`src/rtl/lbus_rx_stats.sv`:
```
// LBUS receive statistics: walks segments in order, tracks frame boundaries across cycles,
// accumulates saturating frame/byte/error/runt/oversize counters and sticky protocol flags.
module lbus_rx_stats #(
   parameter int unsigned SEGMENTS  = 4,
   parameter int unsigned SEG_BYTES = 16,
   parameter int unsigned CNT_WIDTH = 48,
   parameter int unsigned MIN_LEN   = 64,
   parameter int unsigned MTU       = 16383
) (
   input  logic                                   CLK,
   input  logic                                   RESET_N,
   input  logic [SEGMENTS-1:0]                    RX_ENA,
   input  logic [SEGMENTS-1:0]                    RX_SOP,
   input  logic [SEGMENTS-1:0]                    RX_EOP,
   input  logic [SEGMENTS-1:0]                    RX_ERR,
   input  logic [SEGMENTS*$clog2(SEG_BYTES)-1:0]  RX_MTY,
   input  logic                                   SNAPSHOT,
   input  logic                                   CLEAR,
   output logic [CNT_WIDTH-1:0]                   CNT_FRAMES,
   output logic [CNT_WIDTH-1:0]                   CNT_BYTES,
   output logic [CNT_WIDTH-1:0]                   CNT_ERR,
   output logic [CNT_WIDTH-1:0]                   CNT_RUNT,
   output logic [CNT_WIDTH-1:0]                   CNT_OVERSIZE,
   output logic                                   SNAP_VALID,
   output logic [3:0]                             PROTO_VIOL
);

   localparam int unsigned MTY_W = $clog2(SEG_BYTES);
   localparam int unsigned LEN_W = 16;
   localparam int unsigned EVT_W = $clog2(2*SEGMENTS+1);
   localparam int unsigned SUM_W = LEN_W + $clog2(SEGMENTS+1);
   localparam int unsigned ACC_W = ((CNT_WIDTH > SUM_W) ? CNT_WIDTH : SUM_W) + 1;

   typedef enum logic {ST_IDLE, ST_IN_FRAME} frame_state_e;

   function automatic logic [LEN_W-1:0] sat_len(input logic [LEN_W-1:0] a,
                                                input logic [LEN_W-1:0] b);
      logic [LEN_W:0] s;
      s = {1'b0, a} + {1'b0, b};
      return s[LEN_W] ? '1 : s[LEN_W-1:0];
   endfunction

   function automatic logic [CNT_WIDTH-1:0] sat_add(input logic [CNT_WIDTH-1:0] cnt,
                                                    input logic [ACC_W-1:0]     inc);
      logic [ACC_W-1:0] s;
      s = ACC_W'(cnt) + inc;
      return (s > ACC_W'({CNT_WIDTH{1'b1}})) ? '1 : CNT_WIDTH'(s);
   endfunction

   // Stage 1: input register
   logic [SEGMENTS-1:0]       ena_q, sop_q, eop_q, err_q;
   logic [SEGMENTS*MTY_W-1:0] mty_q;

   always_ff @(posedge CLK or negedge RESET_N) begin
      if (!RESET_N) begin
         ena_q <= '0;
         sop_q <= '0;
         eop_q <= '0;
         err_q <= '0;
         mty_q <= '0;
      end else begin
         ena_q <= RX_ENA;
         sop_q <= RX_SOP;
         eop_q <= RX_EOP;
         err_q <= RX_ERR;
         mty_q <= RX_MTY;
      end
   end

   // Stage 2: in-order segment walk producing this cycle's closure events
   frame_state_e         state_q, state_d;
   logic [LEN_W-1:0]     len_q, len_d;
   logic [EVT_W-1:0]     evt_frames, evt_err, evt_runt, evt_over;
   logic [SUM_W-1:0]     evt_bytes;
   logic [3:0]           evt_viol;

   always_comb begin
      frame_state_e     st_v;
      logic [LEN_W-1:0] len_v;
      logic [LEN_W-1:0] seg_len;
      logic [MTY_W-1:0] mty_i;
      logic             close;
      logic             gap;

      st_v       = state_q;
      len_v      = len_q;
      evt_frames = '0;
      evt_err    = '0;
      evt_runt   = '0;
      evt_over   = '0;
      evt_bytes  = '0;
      evt_viol   = '0;
      gap        = 1'b0;

      for (int i = 0; i < SEGMENTS; i++) begin
         mty_i   = mty_q[i*MTY_W +: MTY_W];
         seg_len = eop_q[i] ? LEN_W'(SEG_BYTES) - LEN_W'(mty_i) : LEN_W'(SEG_BYTES);
         close   = 1'b0;
         if (!ena_q[i]) begin
            gap = 1'b1;
         end else begin
            if (gap) evt_viol[2] = 1'b1;
            if (!eop_q[i] && (mty_i != '0)) evt_viol[3] = 1'b1;
            if (sop_q[i]) begin
               // A new SOP abandons any open frame as an error
               if (st_v == ST_IN_FRAME) begin
                  evt_viol[0] = 1'b1;
                  evt_err     = evt_err + EVT_W'(1);
               end
               st_v  = ST_IN_FRAME;
               len_v = seg_len;
               close = eop_q[i];
            end else if (st_v == ST_IN_FRAME) begin
               len_v = sat_len(len_v, seg_len);
               close = eop_q[i];
            end else begin
               evt_viol[1] = 1'b1;
            end
            if (close) begin
               st_v = ST_IDLE;
               if (err_q[i]) begin
                  evt_err = evt_err + EVT_W'(1);
               end else begin
                  evt_frames = evt_frames + EVT_W'(1);
                  evt_bytes  = evt_bytes + SUM_W'(len_v);
               end
               if (len_v < LEN_W'(MIN_LEN)) evt_runt = evt_runt + EVT_W'(1);
               if (len_v > LEN_W'(MTU))     evt_over = evt_over + EVT_W'(1);
            end
         end
      end

      state_d = st_v;
      len_d   = len_v;
   end

   always_ff @(posedge CLK or negedge RESET_N) begin
      if (!RESET_N) begin
         state_q <= ST_IDLE;
         len_q   <= '0;
      end else begin
         state_q <= state_d;
         len_q   <= len_d;
      end
   end

   // Stage 3: live counters, sticky flags and snapshot outputs
   logic [CNT_WIDTH-1:0] live_frames_q, live_frames_d;
   logic [CNT_WIDTH-1:0] live_bytes_q,  live_bytes_d;
   logic [CNT_WIDTH-1:0] live_err_q,    live_err_d;
   logic [CNT_WIDTH-1:0] live_runt_q,   live_runt_d;
   logic [CNT_WIDTH-1:0] live_over_q,   live_over_d;
   logic [3:0]           viol_q,        viol_d;
   logic [CNT_WIDTH-1:0] cnt_frames_q,  cnt_frames_d;
   logic [CNT_WIDTH-1:0] cnt_bytes_q,   cnt_bytes_d;
   logic [CNT_WIDTH-1:0] cnt_err_q,     cnt_err_d;
   logic [CNT_WIDTH-1:0] cnt_runt_q,    cnt_runt_d;
   logic [CNT_WIDTH-1:0] cnt_over_q,    cnt_over_d;
   logic                 snap_valid_q,  snap_valid_d;

   always_comb begin
      live_frames_d = sat_add(live_frames_q, ACC_W'(evt_frames));
      live_bytes_d  = sat_add(live_bytes_q,  ACC_W'(evt_bytes));
      live_err_d    = sat_add(live_err_q,    ACC_W'(evt_err));
      live_runt_d   = sat_add(live_runt_q,   ACC_W'(evt_runt));
      live_over_d   = sat_add(live_over_q,   ACC_W'(evt_over));
      viol_d        = viol_q | evt_viol;
      cnt_frames_d  = cnt_frames_q;
      cnt_bytes_d   = cnt_bytes_q;
      cnt_err_d     = cnt_err_q;
      cnt_runt_d    = cnt_runt_q;
      cnt_over_d    = cnt_over_q;
      snap_valid_d  = SNAPSHOT;

      // Snapshot reads the registered live values, so it sees pre-clear counts
      if (SNAPSHOT) begin
         cnt_frames_d = live_frames_q;
         cnt_bytes_d  = live_bytes_q;
         cnt_err_d    = live_err_q;
         cnt_runt_d   = live_runt_q;
         cnt_over_d   = live_over_q;
      end
      if (CLEAR) begin
         live_frames_d = '0;
         live_bytes_d  = '0;
         live_err_d    = '0;
         live_runt_d   = '0;
         live_over_d   = '0;
         viol_d        = '0;
      end
   end

   always_ff @(posedge CLK or negedge RESET_N) begin
      if (!RESET_N) begin
         live_frames_q <= '0;
         live_bytes_q  <= '0;
         live_err_q    <= '0;
         live_runt_q   <= '0;
         live_over_q   <= '0;
         viol_q        <= '0;
         cnt_frames_q  <= '0;
         cnt_bytes_q   <= '0;
         cnt_err_q     <= '0;
         cnt_runt_q    <= '0;
         cnt_over_q    <= '0;
         snap_valid_q  <= 1'b0;
      end else begin
         live_frames_q <= live_frames_d;
         live_bytes_q  <= live_bytes_d;
         live_err_q    <= live_err_d;
         live_runt_q   <= live_runt_d;
         live_over_q   <= live_over_d;
         viol_q        <= viol_d;
         cnt_frames_q  <= cnt_frames_d;
         cnt_bytes_q   <= cnt_bytes_d;
         cnt_err_q     <= cnt_err_d;
         cnt_runt_q    <= cnt_runt_d;
         cnt_over_q    <= cnt_over_d;
         snap_valid_q  <= snap_valid_d;
      end
   end

   assign CNT_FRAMES   = cnt_frames_q;
   assign CNT_BYTES    = cnt_bytes_q;
   assign CNT_ERR      = cnt_err_q;
   assign CNT_RUNT     = cnt_runt_q;
   assign CNT_OVERSIZE = cnt_over_q;
   assign SNAP_VALID   = snap_valid_q;
   assign PROTO_VIOL   = viol_q;

endmodule

```
`config.mk`:
```
export PLATFORM = sky130hd
export DESIGN_NAME = lbus_rx_stats
export DESIGN_NICKNAME = d
export VERILOG_FILES = /design/src/rtl/lbus_rx_stats.sv
export SDC_FILE = /design/constraint.sdc
export NUM_CORES = 1
export LEC_CHECK = 0
export BUFFER_PORTS_ARGS = -buffer_cell sky130_fd_sc_hd__buf_2
export CAP_MARGIN = 20
export CORE_UTILIZATION = 35
export CTS_CLUSTER_DIAMETER = 40
export DETAILED_ROUTE_END_ITERATION = 12
export GPL_ROUTABILITY_DRIVEN = 0
export PLACE_DENSITY_LB_ADDON = 0.25
export SLEW_MARGIN = 5
export SYNTH_ARGS = -nofsm -noshare
export SYNTH_HDL_FRONTEND = slang
export SYNTH_SLANG_ARGS = --single-unit
```
`constraint.sdc`:
```
create_clock -name CLK -period 13.72 [get_ports CLK]
set_input_delay 2.744 -clock CLK [delete_from_list [all_inputs] [get_ports CLK]]
set_output_delay 2.744 -clock CLK [all_outputs]
set_load 0.01 [all_outputs]
```
==> summary.md <==
| Metric | Value |
|---|---|
| Status | `completed` |
| Finished Cell Area | `37900 µm²` |
| GRT Total Usage | `19.4%` |
| Root Buffer | `clkbuf_16` |
| Final Critical Period | `12.97 ns` |
| #FFs+latches synth | `534` |
| Worst IR drop on VDD | `0.0955 mV` |
| WP buf/inv | `10` |
| Clock latency on the worst-skew pair | `0.67 ns` |
| Skew final | `0.0628 ns` |
| Largest net degree at the start of global routing | `137` |
| MaxCap Viol Count | `0` |
| Most common cell on crit path | `inv_1` |
| Critical path type | `reg2reg` |
| Sequential-to-total area share from yosys stat | `43.0%` |
| Family with the most delay on the worst path | `compound AO/OA/AOI/OAI gates` |
| Die area | `90000 µm²` |
| Fmax | `77.1 MHz` |
| Overall routed net length | `88400 µm` |
| Pwr dens | `121 nW/µm²` |
| Slew @ Worst Pin | `1.01 ns` |
| Syn Inst Count | `3186` |
| Top-Level Pins | `281` |
| Yosys Warn Count | `0` |
| Final setup vio count | `0` |
| Syn_nets | `3361` |
| Grt total ovfl | `0` |
| Vias in the first global route | `24300` |
| Post-synth EDFFs | `0` |
| Crit-path max cell delay | `0.39 ns` |
| First-pass GRT wire length | `140000 µm` |
| Post-route ant nets | `0` |
| Slew Viols, Final | `0` |
| Synth Flop Type | `dfrtp_1` |
| Drt first pass iters | `6` |
| Syn Area/Cell | `9.76 µm²` |
| Die width | `300 µm` |
| Initial Utilization | `35.6%` |
| Synth unique cells | `86` |
| # diodes | `0` |
| Hold crit path type | `reg2reg` |
| Count of input and output buffers | `280` |
| Filler instances | `8437` |
| Core area | `87400 µm²` |
| CTS Buf Count | `93` |
| Final Hold Fails | `0` |
| Crit path max fanout | `6` |
| Clk buf depth | `3` |
| Synth async-reset ratio | `100%` |
| Post-DR wirelength/cell | `18.6 µm` |
| Sink Count | `534` |
| Cell Area, Placed | `34100 µm²` |
| H-tree levels | `3` |
| Slew HR | `31.9%` |
| Final worst-path cycle share | `94.5%` |
| P_leak | `18.0 nW` |
| Worst setup EP type | `flip-flop` |
| DRC | `0` |
| Via density per instance | `5.23` |
| TNS Setup | `0 ns` |
| Initial DRC count | `1663` |
| Layout area overhead | `22.0%` |
| Post-DP HPWL | `62800 µm` |
| CTS Hold Bufs | `0` |
| CTS tree | `yes` |
| Worst path required time | `14.20 ns` |
| Layout cell share with drive strength beyond 1 | `25.7%` |
| Critical path's slowest cell | `fa_2` |
| Crit path DAT | `13.45 ns` |
| NumNets Final | `3691` |
| Placement Rows | `108` |
| Vias | `24800` |
| Initial antenna violation count | `7` |
| Cell Area, Synth | `31100 µm²` |
| Clock transition at the registers of the reported paths | `0.05 ns` |
| Vert. Die Dim | `300 µm` |
| CP Launch Type | `flip-flop` |
## synthesized netlist by cell type (101+ instances only)
cell	count	share of area [%]
a21oi_1	383	6.2
clkbuf_1	134	1.6
dfrtp_1	534	43
ha_1	127	5.1
inv_1	123	1.5
mux2_2	264	9.6
nand2_1	261	3.2
nand3_1	114	1.8
nor2_1	193	2.3
o21ai_0	101	1.6
xnor2_1	160	4.5
xor2_1	161	4.5
## layout make-up
| type | instances | area, µm² | share of cell area [%] |
|---|---|---|---|
| Multi-Input combinational cell | 2371 | 16900 | 44.6 |
| Sequential cell | 534 | 13400 | 35.2 |
| Clock buffer | 113 | 2570 | 6.79 |
| Timing Repair Buffer | 392 | 2350 | 6.21 |
| Tap cell | 1155 | 1450 | 3.81 |
| Clock inverter | 61 | 793 | 2.09 |
| Inverter | 124 | 465 | 1.23 |
## where the power goes
group | switching [W] | internal (W)
combinational | 0.000315 | 0.000204
sequential | 0.0000361 | 0.00161
clock | 0.000884 | 0.00155
total | 0.00124 | 0.00337
## what timing repair did
action	CTS	global route
resized for setup	6	76
cloned	0	2
setup buffers	0	15
pin swaps	0	36
endpoints found under the setup margin	48	144
## state kept, by name, summed over array words and instances, names as in the netlist, 16 cells and up
register,cells
live_frames_q,48
len_q,16
live_over_q,48
CNT_FRAMES,48
CNT_BYTES,48
live_runt_q,48
CNT_ERR,48
mty_q,16
CNT_OVERSIZE,48
live_err_q,48
CNT_RUNT,48
live_bytes_q,48
## worst paths after layout
check,cells past startpoint,to,slack (ns),start
hold reg to reg,1,CNT_FRAMES[2],0.50,live_frames_q[2]
setup / recovery,81,live_bytes_q[32],0.75,mty_q[0]
max in group asynchronous,3,live_over_q[28],9.50,RESET_N
min in group asynchronous,1,CNT_FRAMES[11],2.11,RESET_N
hold / removal,1,CNT_FRAMES[2],0.50,live_frames_q[2]
setup reg to reg,81,live_bytes_q[32],0.75,mty_q[0]
## cells by family after synthesis
group,share of synthesized area [%]
DFF,43.0
buffers and inverters,3.56
xor gates and xnor gates,9.04
AOI/OAI and AO/OA,13.9
adders and majority gates,5.88
other,0.0121
and+or+nand+nor,14.7
muxes,10.0
## layout by cell type (no fill, tap or decap), types with 10 or more instances in the layout
master	n
dfrtp_1	534
a21oi_1	367
buf_2	277
mux2_2	263
nand2_1	259
nor2_1	190
xor2_1	161
xnor2_1	160
ha_1	124
inv_1	123
nand3_1	110
buf_4	103
clkbuf_16	94
o21ai_0	90
nor3_1	64
and3_1	63
a21o_1	37
nand4_1	36
and2_1	35
o21bai_1	30
a31oi_1	28
nor2b_1	25
and4_1	19
nand2b_1	18
o21a_1	17
a21oi_2	16
clkbuf_8	16
inv_6	15
or3_1	14
a211oi_1	12
o211ai_1	12
mux2i_1	12
o21ai_1	10
nor4_1	10
bufinv_16	10
clkinv_2	10
## metrics by stage
step / cells / hold WS (ns) / setup WS, ns / power, W / utilization (%)
after floorplan: 3186 / 0.479 / 0.449 / 0.00198 / -
after global placement: 4557 / 0.485 / 0.292 / 0.00217 / 39.0
after detailed placement: 4557 / 0.490 / -0.146 / 0.00217 / 39.0
after CTS: 4731 / 0.497 / 0.0801 / 0.00465 / 42.8
after global routing: 4750 / 0.502 / -0.139 / 0.00480 / 43.4
final: 4750 / 0.496 / 0.750 / 0.00461 / 43.4
## routing by layer
metal  wire [µm]  global-route usage [%]  part of all wire, %
met1       40800                    27.0                   46
met2       39900                    30.0                   45
met3        4950                    3.78                  5.6
met4        2680                    6.77                  3.0
met5          59                       0                0.067
Note: power is estimated with default switching activity, not from simulation.
